`config.mk`:
```
export PLATFORM = sky130hd
export DESIGN_NAME = pingpong_loader5
export DESIGN_NICKNAME = d
export VERILOG_FILES = /design/src/rtl/pingpong_loader5_pkg.sv /design/src/rtl/pingpong_loader5.sv
export SDC_FILE = /design/constraint.sdc
export NUM_CORES = 1
export LEC_CHECK = 0
export CAP_MARGIN = 30
export CELL_PAD_IN_SITES_DETAIL_PLACEMENT = 0
export CELL_PAD_IN_SITES_GLOBAL_PLACEMENT = 2
export CORE_MARGIN = 2
export CORE_UTILIZATION = 23
export DETAILED_ROUTE_END_ITERATION = 7
export GPL_TIMING_DRIVEN = 0
export HOLD_SLACK_MARGIN = 0.05
export PLACE_DENSITY_LB_ADDON = 0.1
export SLEW_MARGIN = 20
export SYNTH_ARGS = -nofsm -noshare
export SYNTH_HDL_FRONTEND = slang
export SYNTH_SLANG_ARGS = --single-unit
```
`constraint.sdc`:
```
create_clock -name clk -period 1.82 [get_ports clk]
set_input_delay 0.364 -clock clk [delete_from_list [all_inputs] [get_ports clk]]
set_output_delay 0.364 -clock clk [all_outputs]
set_load 0.02 [all_outputs]
```
`src/rtl/pingpong_loader5_pkg.sv`:
```
// rtl/pingpong_loader5_pkg.sv - shared constants for the ping-pong loader
package pingpong_loader5_pkg;

  // Default word width; must track the downstream 2:1 mux data width.
  localparam int DEF_WIDTH = 5;

  // Bank index values carried by the read and write pointers.
  localparam logic BANK_A = 1'b0;
  localparam logic BANK_B = 1'b1;

  // Occupancy values for the two-entry buffer.
  localparam logic [1:0] EMPTY = 2'd0;
  localparam logic [1:0] ONE   = 2'd1;
  localparam logic [1:0] FULL  = 2'd2;

endpackage

```
`src/rtl/pingpong_loader5.sv`:
```
// rtl/pingpong_loader5.sv - two-entry ping-pong buffer feeding a 2:1 mux
module pingpong_loader5
  import pingpong_loader5_pkg::*;
#(
  parameter int WIDTH = DEF_WIDTH,
  parameter int CNT_W = 8
) (
  input  logic             clk,
  input  logic             rst_n,
  input  logic             flush,
  input  logic             in_valid,
  output logic             in_ready,
  input  logic [WIDTH-1:0] in_data,
  output logic [WIDTH-1:0] a_out,
  output logic [WIDTH-1:0] b_out,
  output logic             sel,
  output logic             out_valid,
  input  logic             out_ready,
  output logic [1:0]       count,
  output logic [CNT_W-1:0] word_cnt
);

  logic [WIDTH-1:0] bank_a_q, bank_a_d;
  logic [WIDTH-1:0] bank_b_q, bank_b_d;
  logic             wr_ptr_q, wr_ptr_d;
  logic             rd_ptr_q, rd_ptr_d;
  logic [1:0]       count_q, count_d;
  logic [CNT_W-1:0] word_cnt_q, word_cnt_d;

  logic push;
  logic pop;

  // Handshake decode depends only on registered occupancy, so neither
  // ready nor valid has a combinational path from the opposite side.
  assign in_ready  = (count_q != FULL);
  assign out_valid = (count_q != EMPTY);
  assign push      = in_valid & in_ready;
  assign pop       = out_valid & out_ready;

  assign a_out    = bank_a_q;
  assign b_out    = bank_b_q;
  assign sel      = rd_ptr_q;
  assign count    = count_q;
  assign word_cnt = word_cnt_q;

  // Next-state: flush clears everything but the delivered count; otherwise
  // a push writes the bank under wr_ptr, which is never the bank being read
  // while a word is pending, so the mux output holds until popped.
  always_comb begin
    bank_a_d   = bank_a_q;
    bank_b_d   = bank_b_q;
    wr_ptr_d   = wr_ptr_q;
    rd_ptr_d   = rd_ptr_q;
    count_d    = count_q;
    word_cnt_d = word_cnt_q;
    if (flush) begin
      bank_a_d = '0;
      bank_b_d = '0;
      wr_ptr_d = BANK_A;
      rd_ptr_d = BANK_A;
      count_d  = EMPTY;
    end else begin
      if (push) begin
        if (wr_ptr_q == BANK_A) begin
          bank_a_d = in_data;
        end else begin
          bank_b_d = in_data;
        end
        wr_ptr_d = ~wr_ptr_q;
      end
      if (pop) begin
        rd_ptr_d   = ~rd_ptr_q;
        word_cnt_d = word_cnt_q + CNT_W'(1);
      end
      case ({push, pop})
        2'b10:   count_d = count_q + 2'd1;
        2'b01:   count_d = count_q - 2'd1;
        default: count_d = count_q;
      endcase
    end
  end

  // State registers with synchronous active-low reset overriding all else.
  always_ff @(posedge clk) begin
    if (!rst_n) begin
      bank_a_q   <= '0;
      bank_b_q   <= '0;
      wr_ptr_q   <= BANK_A;
      rd_ptr_q   <= BANK_A;
      count_q    <= EMPTY;
      word_cnt_q <= '0;
    end else begin
      bank_a_q   <= bank_a_d;
      bank_b_q   <= bank_b_d;
      wr_ptr_q   <= wr_ptr_d;
      rd_ptr_q   <= rd_ptr_d;
      count_q    <= count_d;
      word_cnt_q <= word_cnt_d;
    end
  end

endmodule

```
* After elaboration in Yosys (flattened, before gate mapping) *
Cells that the tools add are included.

storage, ports and cells
  output and inout port bits = 23
  flip-flop bits (word level) = 22
  input port bits = 10
  logic and storage cells = 25

cells by class
  $add $sub $neg = 3
  multiplexer cells = 1
  bitwise operators = 6
  equal/unequal tests = 3
  reductions and logical operators = 6

operators with widths
  kind                                                                number
  8-bit by 1-bit adder with 8-bit output, second input constant       1
  2-bit AND reduction                                                 3
  1-bit NOT                                                           4
  2-bit case mux with 2 select lines                                  1
  2-bit nonzero test                                                  2
  2-bit by 1-bit adder with 2-bit output, second input constant       1
  1-bit AND                                                           2
  2-bit by 1-bit == test with 1-bit output, second input constant     1
  2-bit == test, second input constant                                1
  2-bit != test, second input constant                                1
  2-bit OR reduction                                                  1
  2-bit by 1-bit subtractor with 2-bit output, second input constant  1

* Logic depth before layout (Yosys ltp) *
  word-level depth = 4
  mapped depth = 8
  mapped depth without buffers = 7

* Worst setup path after synthesis *
OpenSTA, ideal clock, no wires.

  kind = register to register
  start point = register count_q[0] (netlist: count[0])
  end point = register count_q[1] (netlist: count[1])
  clock period less this slack = 1.948 ns
  cell stages (with the launch flop) = 8
  data required time = 1.750 ns
  setup time = 0.070 ns
  slack = -0.128 ns
  arrival time = 1.878 ns
  path through = dfxtp_1 > and2b_2 > inv_2 > buf_6 > nand2_1 > ha_1 > or3_1 > a21oi_1

between the ends
  cells in the longest elaborated chain, start to end = 4
  elaborated cells between the ends (all ways) = 10
  those cells by class = add/sub (2); eq/ne (3); mux (1); bitwise (2); reduce/logical (2)

RTL lines
  what                                                                       line                    text
  from (decl)                                                                pingpong_loader5.sv:27  logic [1:0] count_q, count_d;
  from (signal assigned)                                                     pingpong_loader5.sv:97  count_q <= count_d;
  2-bit != test *                                                            pingpong_loader5.sv:35  assign in_ready = (count_q != FULL);
  named net in_ready                                                         pingpong_loader5.sv:12  output logic in_ready,
  1-bit AND *                                                                pingpong_loader5.sv:37  assign push = in_valid & in_ready;
  2-bit by 1-bit == test with 1-bit output or 2-bit == test (tied branches)  pingpong_loader5.sv:75  case ({push, pop})
  2-bit case mux with 2 select lines or 2-bit nonzero test (tied branches)   --

The timed path passes the listed nets; every way through them passes the cells marked *.
A chain may end at the register's enable or synchronous reset.

* Worst setup path in the final report *
  start point = input port out_ready
  end point = register count_q[1] (netlist: count[1])

between the ends
  cells in the longest elaborated chain, start to end = 3
  elaborated cells between the ends (all ways) = 5
  those cells by class = eq/ne (2); mux (1); bitwise (1); reduce/logical (1)

RTL lines
  what                                                                       line                    text
  from (decl)                                                                pingpong_loader5.sv:18  input logic out_ready,
  1-bit AND *                                                                pingpong_loader5.sv:38  assign pop = out_valid & out_ready;
  named net pop                                                              pingpong_loader5.sv:31  logic pop;
  2-bit by 1-bit == test with 1-bit output or 2-bit == test (tied branches)  pingpong_loader5.sv:75
  2-bit case mux with 2 select lines or 2-bit nonzero test (tied branches)   --

Marked as above.

==> metrics <==
Die H a little over 70 um; Via density between 5 and 6; maximum clock rate a little under 0.6 GHz; Die Width 72 um; Post-Syn Nets 132; routed wire length roughly 2900 um; CTS tree done; peak supply drop ~0.23 mV; Critical Path Sink Type flip-flop; Final Hold Fails 0; final worst path period share 0.949; Initial Util 0.241; grt peak-use layer met1; global-route wire length before repair ~4800 um; GR Layer Usage met2 0.164; slowest library cell on the worst path clkdlybuf4s50_1; routed wire length per instance between 10 and 15 um; grt ovf 0; floorplan row count 24; post-layout util 0.349; CP Cell Sequence clkdlybuf4s50_1 -> o21ai_4 -> buf_6 -> inv_1 -> ha_4 -> or3_1 -> a21oi_1; switch share 0.266; Post-DP HPWL between 1500 and 2000 um; RSZ-0062 raised after global routing no; share of cells above drive strength 1 0.157; Worst Max-Slew Pin Slew around 0.52 ns; Yosys top cell by area dfxtp_1; Avg Cell Area, Syn about 9 sq um; DRC 0; pwr/cell area roughly 630 nW/um^2; met1 Usage GRT 0.180; worst clock skew approximately 0.0011 ns; crit start category input port; Tot GR Track Use 0.120; Relative slew margins 0.651; H-tree depth 1; hold crit path type in2reg; Area Growth Syn to Fin 45.1%; min Tclk post-route approximately 1.7 ns; Setup-failing EPs final 0; Die Area 5180 sq um; GP Congestion roughly 0.74; max-cap check violation count 0; run status complete, no violations; synth top area cells dfxtp_1 41%, o31ai_1 8.5%, a21oi_1 7.5%; Core ar. about 4400 sq um; hold-fix buffers at CTS 0; Max FO, Critical Path 3; Clock power frac 0.333; synthesized area between 1000 and 1500 sq um; clk root buf clkbuf_8; Buffers on Ports 31; largest stage delay on the critical path approximately 0.5 ns; Detail Route Antenna Nets 0; combinational share of power 0.158; #FFs+latches synth 22; Psw about 0.26 mW; CP top delay family buffers and inverters; via count about 1100; WS Path Type in2reg; TNS Setup 0 ns; Clock transition at path regs about 0.08 ns; vias in the first global route a little under 1000; asr flop ratio synth 0; final max-slew violation count 0; P_leak 0.536 nW; Longest Clk Path Bufs 2; Warnings, synthesis 0; sequential share of power 0.510; initial antenna violation count 0; TritonCTS Buffers 3; initial drt markers 44; CP Buf/Inv Count 3; EDFF count, synth 0; Synth top area share 0.414; clock sink count 22; Crit path required time around 2.0 ns; Boundary Pins 33; clk_lat worst skew roughly 0.26 ns; ys flop type dfxtp_1; total iterations of the first detailed-routing run 4; largest net degree at the start of global routing 14; Arr. time, crit path approximately 1.9 ns; GR Layer Usage met3 0.0319; nets 172; cells after synthesis 120; sequential fraction of the synthesis area 0.414; Netlist cell types 26; Internal Pwr Total roughly 0.7 mW; antenna diode count 0
[per-stage QoR]
| step | hold slack [ns] | setup WS (ns) | power [mW] | std cells | area [sq um] |
|---|---|---|---|---|---|
| floorplan | 0.514 | 0.0323 | 0.588 | 120 | 1070 |
| global placement | 0.457 | -0.512 | 0.650 | 203 | 1440 |
| detailed placement | 0.457 | -0.501 | 0.650 | 203 | 1440 |
| CTS | 0.432 | 0.0450 | 0.989 | 209 | 1520 |
| global route | 0.435 | 0.00623 | 1.04 | 211 | 1540 |
| finish | 0.435 | 0.0930 | 0.975 | 211 | 1540 |
[power by group through the flow]
stage	Clock (mW)	Combinational, mW	Sequential (mW)
after floorplan	0	0.0692	0.519
after global placement	0	0.140	0.510
after detailed placement	0	0.139	0.510
after CTS	0.342	0.149	0.497
after global routing	0.372	0.168	0.499
final	0.325	0.154	0.497
[layer usage]
layer / vias up / wire length [um]
li1: 517 / -
met1: 493 / 1490
met2: 41 / 1200
met3: 5 / 209
met4: 0 / 36
met5: - / 0
[sequential cells by signal (all words and copies together), names as in the netlist]
| name | cells |
|---|---|
| a_out | 5 |
| b_out | 5 |
| count | 2 |
| sel | 1 |
| word_cnt | 8 |
| wr_ptr_q | 1 |
[placed cells by master (no fill, tap or decap), types with 2 or more instances in the layout]
cell type and n:
clkdlybuf4s50_1 28, dfxtp_1 20, a21oi_1 16, o31ai_1 12
nand4_1 11, nand2_1 8, inv_1 6, buf_4 6
nand3_1 4, o21ai_0 4, clkbuf_1 4, nand2b_1 4
mux2i_1 4, buf_2 3, nor4_2 3, clkbuf_8 3
buf_6 2, or3_1 2, xnor2_1 2, nor2_1 2
or4_1 2, dlygate4sd2_1 2
[worst min-delay path: stages]
cell and delay (ns):
buf_2 0.16, nand2_1 0.08, mux2i_1 0.05
[synthesized netlist by cell type, drive strengths merged, types with 3 or more instances]
cell type and instances:
a21oi 16, buf 6, clkbuf 4, dfxtp 22, inv 7, mux2i 4
nand2 8, nand2b 4, nand3 4, nand4 11, nor4 3, o21ai 5
o31ai 12
[path summary, 6_finish.rpt]
check	from	to	slack (ns)	depth (start not counted)
worst min register to register	a_out[0]	a_out[0]	0.47	2
worst max-delay path	out_ready	count[1]	0.09	7
worst min-delay path	rst_n	word_cnt[6]	0.43	3
worst max register to register	count[0]	count[1]	0.12	8
[layout make-up]
cell class | count | area, sq um
inverter | 7 | 28.8
buffer | 9 | 56.3
timing repair buffer | 36 | 345
multi-input combinational | 81 | 557
sequential | 22 | 445
tap | 52 | 65.1
fill | 481 | 2870
clock buffer | 4 | 45.0
[cell families (layout without fill, tap and decap cells)]
logic type	Yosys count	count (layout)	share of synthesized area
compound gates	33	33	0.187
fa+ha+maj	2	2	0.0235
buf+inv	17	56	0.0812
flops	22	22	0.414
simple gates	39	39	0.232
mux	4	4	0.0376
xor+xnor	3	3	0.0247
[repair_timing]
| item | in CTS | in global routing |
|---|---|---|
| gates resized for setup | 5 | 3 |
| setup buffers | 3 | 2 |
| hold endpoints to repair | 0 | 0 |
| pin swaps | 0 | 1 |
| endpoints found under the setup margin | 3 | 2 |
Power figures use the tool's default switching activity.
==> RTL edit 1: new RTL, config.mk and constraints unchanged <==
Put one more register stage on the output `word_cnt`. The value now appears one clock later. The other outputs are not delayed to match.
--- a/src/rtl/pingpong_loader5.sv
+++ b/src/rtl/pingpong_loader5.sv
@@ -41,7 +41,9 @@
   assign b_out    = bank_b_q;
   assign sel      = rd_ptr_q;
   assign count    = count_q;
-  assign word_cnt = word_cnt_q;
+  always_ff @(posedge clk) begin
+    word_cnt <= word_cnt_q;
+  end
 
   // Next-state: flush clears everything but the delivered count; otherwise
   // a push writes the bank under wr_ptr, which is never the bank being read
Function: changed (Yosys sat finds a counterexample within 4 cycles, from zero or initial values and one cycle with rst_n low).
==> RTL edit 1 against the original RTL <==
Total power increased by 40%. Routed wire length increased by 3.8%. Final area increased by 11%. Clock power increased by 68%. Clock skew increased by 0.0042 ns. Area after synthesis increased by 12%. Synthesized cell count increased by 5.8%. Largest cell class is now registers. Worst setup slack about the same. Die area increased by 12%. Sequential power increased by 36%. Sequential cell count increased by 8.
==> RTL edit 1: results (changes against the original RTL) <==
Number of DRC markers after the initial detailed-route iteration: 44 (unchanged). Actual transition at the worst max-transition pin: 0.501 ns (-0.0223 ns). Worst hold path startpoint: word_cnt_q[7]. The via count of the first global-routing pass is 1053 (+7.3%). The number of buffers inserted during clock tree synthesis was 5 (+2). The largest driver fanout on the critical path came out at 6 (+3). Maximum number of pins on one net before global-route repair: 14 (unchanged).

By count the netlist is led by 30 x dfxtp_1, 16 x a21oi_1, 12 x o31ai_1. The clock-pin slew reported for the worst setup and hold paths after clock tree synthesis is 0.06 ns (-0.02 ns). Final estimated routing congestion in global placement: 0.714 (-3.5%).

The run finished with clean final reports. The number of buffers inserted by port buffering came out at 31 (unchanged). Among cell families on the critical path, the largest total delay comes from buffers and inverters. The run gives 2 (+1) as the H-tree depth. For the final worst clock skew, the log shows 0.00526 ns (+0.00416 ns).

The final critical-path share of the clock period was 94.9% (about the same). The number of nets in the layout was 178 (+3.5%); the all-layer global routing usage was 11.1% (-0.85 points). For the later-pin clock latency in the skew report, the log shows 0.28 ns (+0.02 ns).

The Yosys warning count is 0 (unchanged), and the final wirelength is 3050 µm (+3.8%). The number of nets in the synthesized netlist was 139 (+5.3%). The run gives 26 (+8.3%) as the floorplan row count. The critical path starts at count[0].

Type of the tightest min-delay check: flop to flop. Following the worst setup path forward leads to its endpoint at in_ready. The cell sitting at the root of the clock tree is a clkbuf_8. The tools report the post-synthesis sequential area ratio as 50.2% (+8.8 points).

The largest registers in the layout are word_cnt (8), word_cnt_q (8). The largest stage delay on the critical path was 0.38 ns (-0.12 ns). For the placement-stage worst setup slack, the log shows -0.484 ns (+0.0170 ns). The ratio of cells with drive above 1 in the final layout works out to 12.0% (-3.7 points). The critical path arrival is 1.36 ns (-0.56 ns). Share of flip-flops with an asynchronous set or reset: 0% (unchanged).

The cell depth of the worst flop-to-flop path was 8 (unchanged). For the number of distinct library cells after synthesis, the log shows 27 (+3.8%). The largest vdd supply drop was 0.312 mV (+35%). Number of diodes added for antenna fixing: 0 (unchanged). The run gives 0 (unchanged) as the number of antenna violations at the first check in global routing. The standby leakage power was 0.588 nW (+9.6%); the total iterations of the first detailed-routing run was 4 (unchanged).

In this run the critical register-to-register path is captured at count[1]. Setup slack on the worst reg-to-reg path comes out at 0.11 ns. For this design, the slowest cell found on the critical path is dfxtp_4. The placed wire-length estimate after detailed placement was 2120 µm (+7.5%); the first-pass GRT wire length was 5040 µm (+4.2%).

The buffer levels on the longest clock path came out at 2 (unchanged). The commonest register cell after synthesis is dfxtp_1. Yosys attributes the largest share of cell area to dfxtp_1 50%, o31ai_1 7.5%, a21oi_1 6.7%, nand4_1 5.8%, mux2i_1 3.3%.

The run gives 1097 (+3.9%) as the via count of the routed design.
RTL edit 1: cell count changes in the layout (fill, tap and decap cells not counted), moves of 2 or more:
cell      delta
clkbuf_1     +2
nor4_1       +3
dfxtp_1      +9
buf_4        -4
clkbuf_8     +3
nor4_2       -3
inv_1        -2
RTL edit 1: worst min path at each step:
stage / to / slack (ns) / cells past startpoint
after global routing: word_cnt[7] / 0.38 / 0
final: word_cnt[7] / 0.36 / 0
after detailed placement: word_cnt[7] / 0.36 / 0
after global placement: word_cnt[7] / 0.36 / 0
after floorplan: word_cnt[7] / 0.34 / 0
after CTS: word_cnt[7] / 0.37 / 0
RTL edit 1: final cells by class:
class,count,area (µm²)
Fill cell,548,3360
Sequential cell,30,604
Multi-Input combinational cell,81,534
Timing Repair Buffer,33,323
Tap cell,70,87.6
Clock buffer,7,86.3
Buffer,9,51.3
Inverter,6,26.3
Clock inverter,1,5.00
RTL edit 1: power breakdown:
group	switching (W)	leakage, nW	total (W)	internal [W]
logic	0.0000793	0.296	0.000142	0.0000623
registers	0.00000869	0.243	0.000675	0.000667
clock network	0.000241	0.0482	0.000546	0.000304
RTL edit 1: what timing repair did:
item                       4_1_cts  5_1_grt
cloned                           0        0
pin swaps                        1        1
gates resized for setup          6        2
buffers inserted                 0        2
setup endpoints to repair        3        2
RTL edit 1: kinds of logic (layout without fill, tap and decap cells):
logic type,count (synthesis),in the layout,share of synthesized area [%]
XOR/XNOR,3,3,2.20
flip-flops,30,30,50.2
AO/OA/AOI/OAI,33,33,16.6
adder cells (fa/ha/maj),2,2,2.09
multiplexers,4,4,3.35
buffers and inverters,16,56,6.17
AND/OR/NAND/NOR,39,39,19.4
RTL edit 1: metrics by stage:
step	power, W	instance area [µm²]	instances
global route	0.00143	1720	237
finish	0.00136	1720	237
global placement	0.000826	1600	228
CTS	0.00138	1690	235
detailed placement	0.000828	1600	228
floorplan	0.000765	1200	127
RTL edit 1: routing by layer:
| metal | wire length, µm | global-route usage [%] | up-vias | share of wire [%] |
|---|---|---|---|---|
| met3 | 196 | 4.27 | 5 | 6.4 |
| met5 | 0 | 0 | - | 0 |
| li1 | - | - | 538 | - |
| met1 | 1500 | 14.8 | 521 | 49 |
| met4 | 55 | 4.91 | 0 | 1.8 |
| met2 | 1300 | 15.9 | 33 | 43 |
RTL edit 1: worst reg2reg max path: stages (launching register included):
cell	delay, ns
dfxtp_4	0.38
and2b_1	0.22
inv_2	0.09
buf_6	0.11
nand2_1	0.08
ha_4	0.20
xnor2_1	0.12
or3_1	0.31
a21oi_1	0.14
==> RTL edit 2: new RTL, config.mk and constraints unchanged <==
Without the edit above. Set the parameter `CNT_W` to 6 (it was 8).
--- a/src/rtl/pingpong_loader5.sv
+++ b/src/rtl/pingpong_loader5.sv
@@ -3,7 +3,7 @@
   import pingpong_loader5_pkg::*;
 #(
   parameter int WIDTH = DEF_WIDTH,
-  parameter int CNT_W = 8
+  parameter int CNT_W = 6
 ) (
   input  logic             clk,
   input  logic             rst_n,
Ports: changed (resized word_cnt); port bits go from 33 to 31. The function was not compared with the original's and may differ.
==> RTL edit 2 against the original RTL <==
Area after synthesis shrank 14%. Routed wire length shrank 14%. Final area shrank 11%. Register-to-register slack lost 0.03 ns. Worst setup slack is essentially flat. Sequential cell count shrank 2. Hold slack gained 0.039 ns. Total power shrank 7.5%. Die area shrank 14%. Critical path type is now flop to flop.
==> RTL edit 2: results (changes against the original RTL) <==
The number of setup buffers added after CTS was 0 (-3); the final routed wire length divided by cell count was 13.3 µm (-4.3%). The final critical-path required period is 1.73 ns (+0.000405 ns), and the number of placed cells counting well taps is 183 (-9.9%). The run gives 0.482 nW (-10%) as the standby leakage power. The tools report the post-synthesis sequential area ratio as 44.0% (+2.5 points). Post-synthesis register bit count: 20 (-9.1%). The number of buffers inserted by port buffering was 30 (-3.2%). The met2 track demand over resource in global routing was 18.3% (+1.9 points); the actual transition at the worst max-transition pin was 0.508 ns (-0.0157 ns). The number of nets in the layout was 155 (-9.9%); the number of distinct library cells after synthesis was 25 (-3.8%).

For the number of DRC markers after the initial detailed-route iteration, the log shows 43 (-2.3%). The run gives 2.20% (-1.0 points) as the met3 track utilization from global routing. The run gives -0.475 ns (+0.0258 ns) as the placement-stage worst setup slack.

For the number of nets in the synthesized netlist, the log shows 117 (-11%). Ranked by instance count, the synthesized netlist is headed by 20 x dfxtp_1, 16 x a21oi_1, 12 x o31ai_1. The flow ran to the end, and the final reports show no timing, DRC or antenna violations. The synthesized-area fraction occupied by ao, oa, aoi and oai cells is 21.8% (+3.1 points). The tools report the largest vdd supply drop as 0.265 mV (+15%). The cell depth of the worst flop-to-flop path is 7 (-1), and the internal reg-to-reg setup slack is 0.09 ns (-0.03 ns).

The tools report the final worst clock skew as 0.00249 ns (+0.00139 ns). The largest driver fanout on the critical path is 5 (+2). The worst-path cell with the longest stage delay is or3_1.

The run gives 0.000234 W (-9.9%) as the power spent charging and discharging nets. The critical path starts at count[0]. Wire length the detailed router placed on met1: 1260 µm (-15%). The run gives 104 µm (-50%) as the total met3 wirelength after detailed routing. The largest stage delay on the critical path works out to 0.38 ns (-0.12 ns). The via count of the first global-routing pass came out at 829 (-15%).

The flip-flop count of the largest register, all copies and words added is 6 (-2), and the final instance count without filler cells is 190 (-10%).
==> RTL edit 2: changes by cell type in the layout (fill, tap and decap cells not counted), moves of 2 or more <==
cell | unedited run | this run
dfxtp_1 | 20 | 18
nand3_1 | 4 | 2
nor4_2 | 3 | 0
buf_4 | 6 | 4
nand2_1 | 8 | 4
nor4_1 | 0 | 2
mux2i_1 | 4 | 2
==> RTL edit 2: cell families after synthesis <==
group / Yosys count
XOR/XNOR: 3
buffers and inverters: 14
AO/OA/AOI/OAI: 33
AND/OR/NAND/NOR: 31
flip-flops: 20
adder cells (fa/ha/maj): 2
multiplexers: 2
==> RTL edit 2: worst min-delay path by stage <==
stage                  endpoint  slack [ns]  cells after the start
CTS                    a_out[4]        0.48                      2
finish                 a_out[4]        0.47                      2
global placement       a_out[4]        0.46                      2
detailed placement     a_out[4]        0.46                      2
floorplan           word_cnt[4]        0.51                      2
global route        word_cnt[5]        0.50                      2
==> RTL edit 2: final cells by class <==
type	count	area [µm²]	share of cell area, %
clock buffers	4	45.0	3.27
flip-flops and latches	20	405	29.5
plain buffers	7	36.3	2.64
multi-input cells	71	478	34.7
well taps	48	60.1	4.36
inverters	6	22.5	1.64
repair buffers	34	329	23.9
==> RTL edit 2: power by group through the flow <==
stage               clock [W]  sequential (W)  combinational, W
finish               0.000305        0.000455          0.000143
floorplan                   0        0.000474         0.0000592
global placement            0        0.000466          0.000131
detailed placement          0        0.000465          0.000131
CTS                  0.000314        0.000455          0.000131
global route         0.000334        0.000456          0.000154
==> RTL edit 2: through the flow <==
step           area (µm²)  hold WS, ns
2_1_floorplan         918        0.512
3_3_place_gp         1280        0.459
3_5_place_dp         1280        0.463
4_1_cts              1330        0.475
5_1_grt              1380        0.498
6_report             1380        0.474
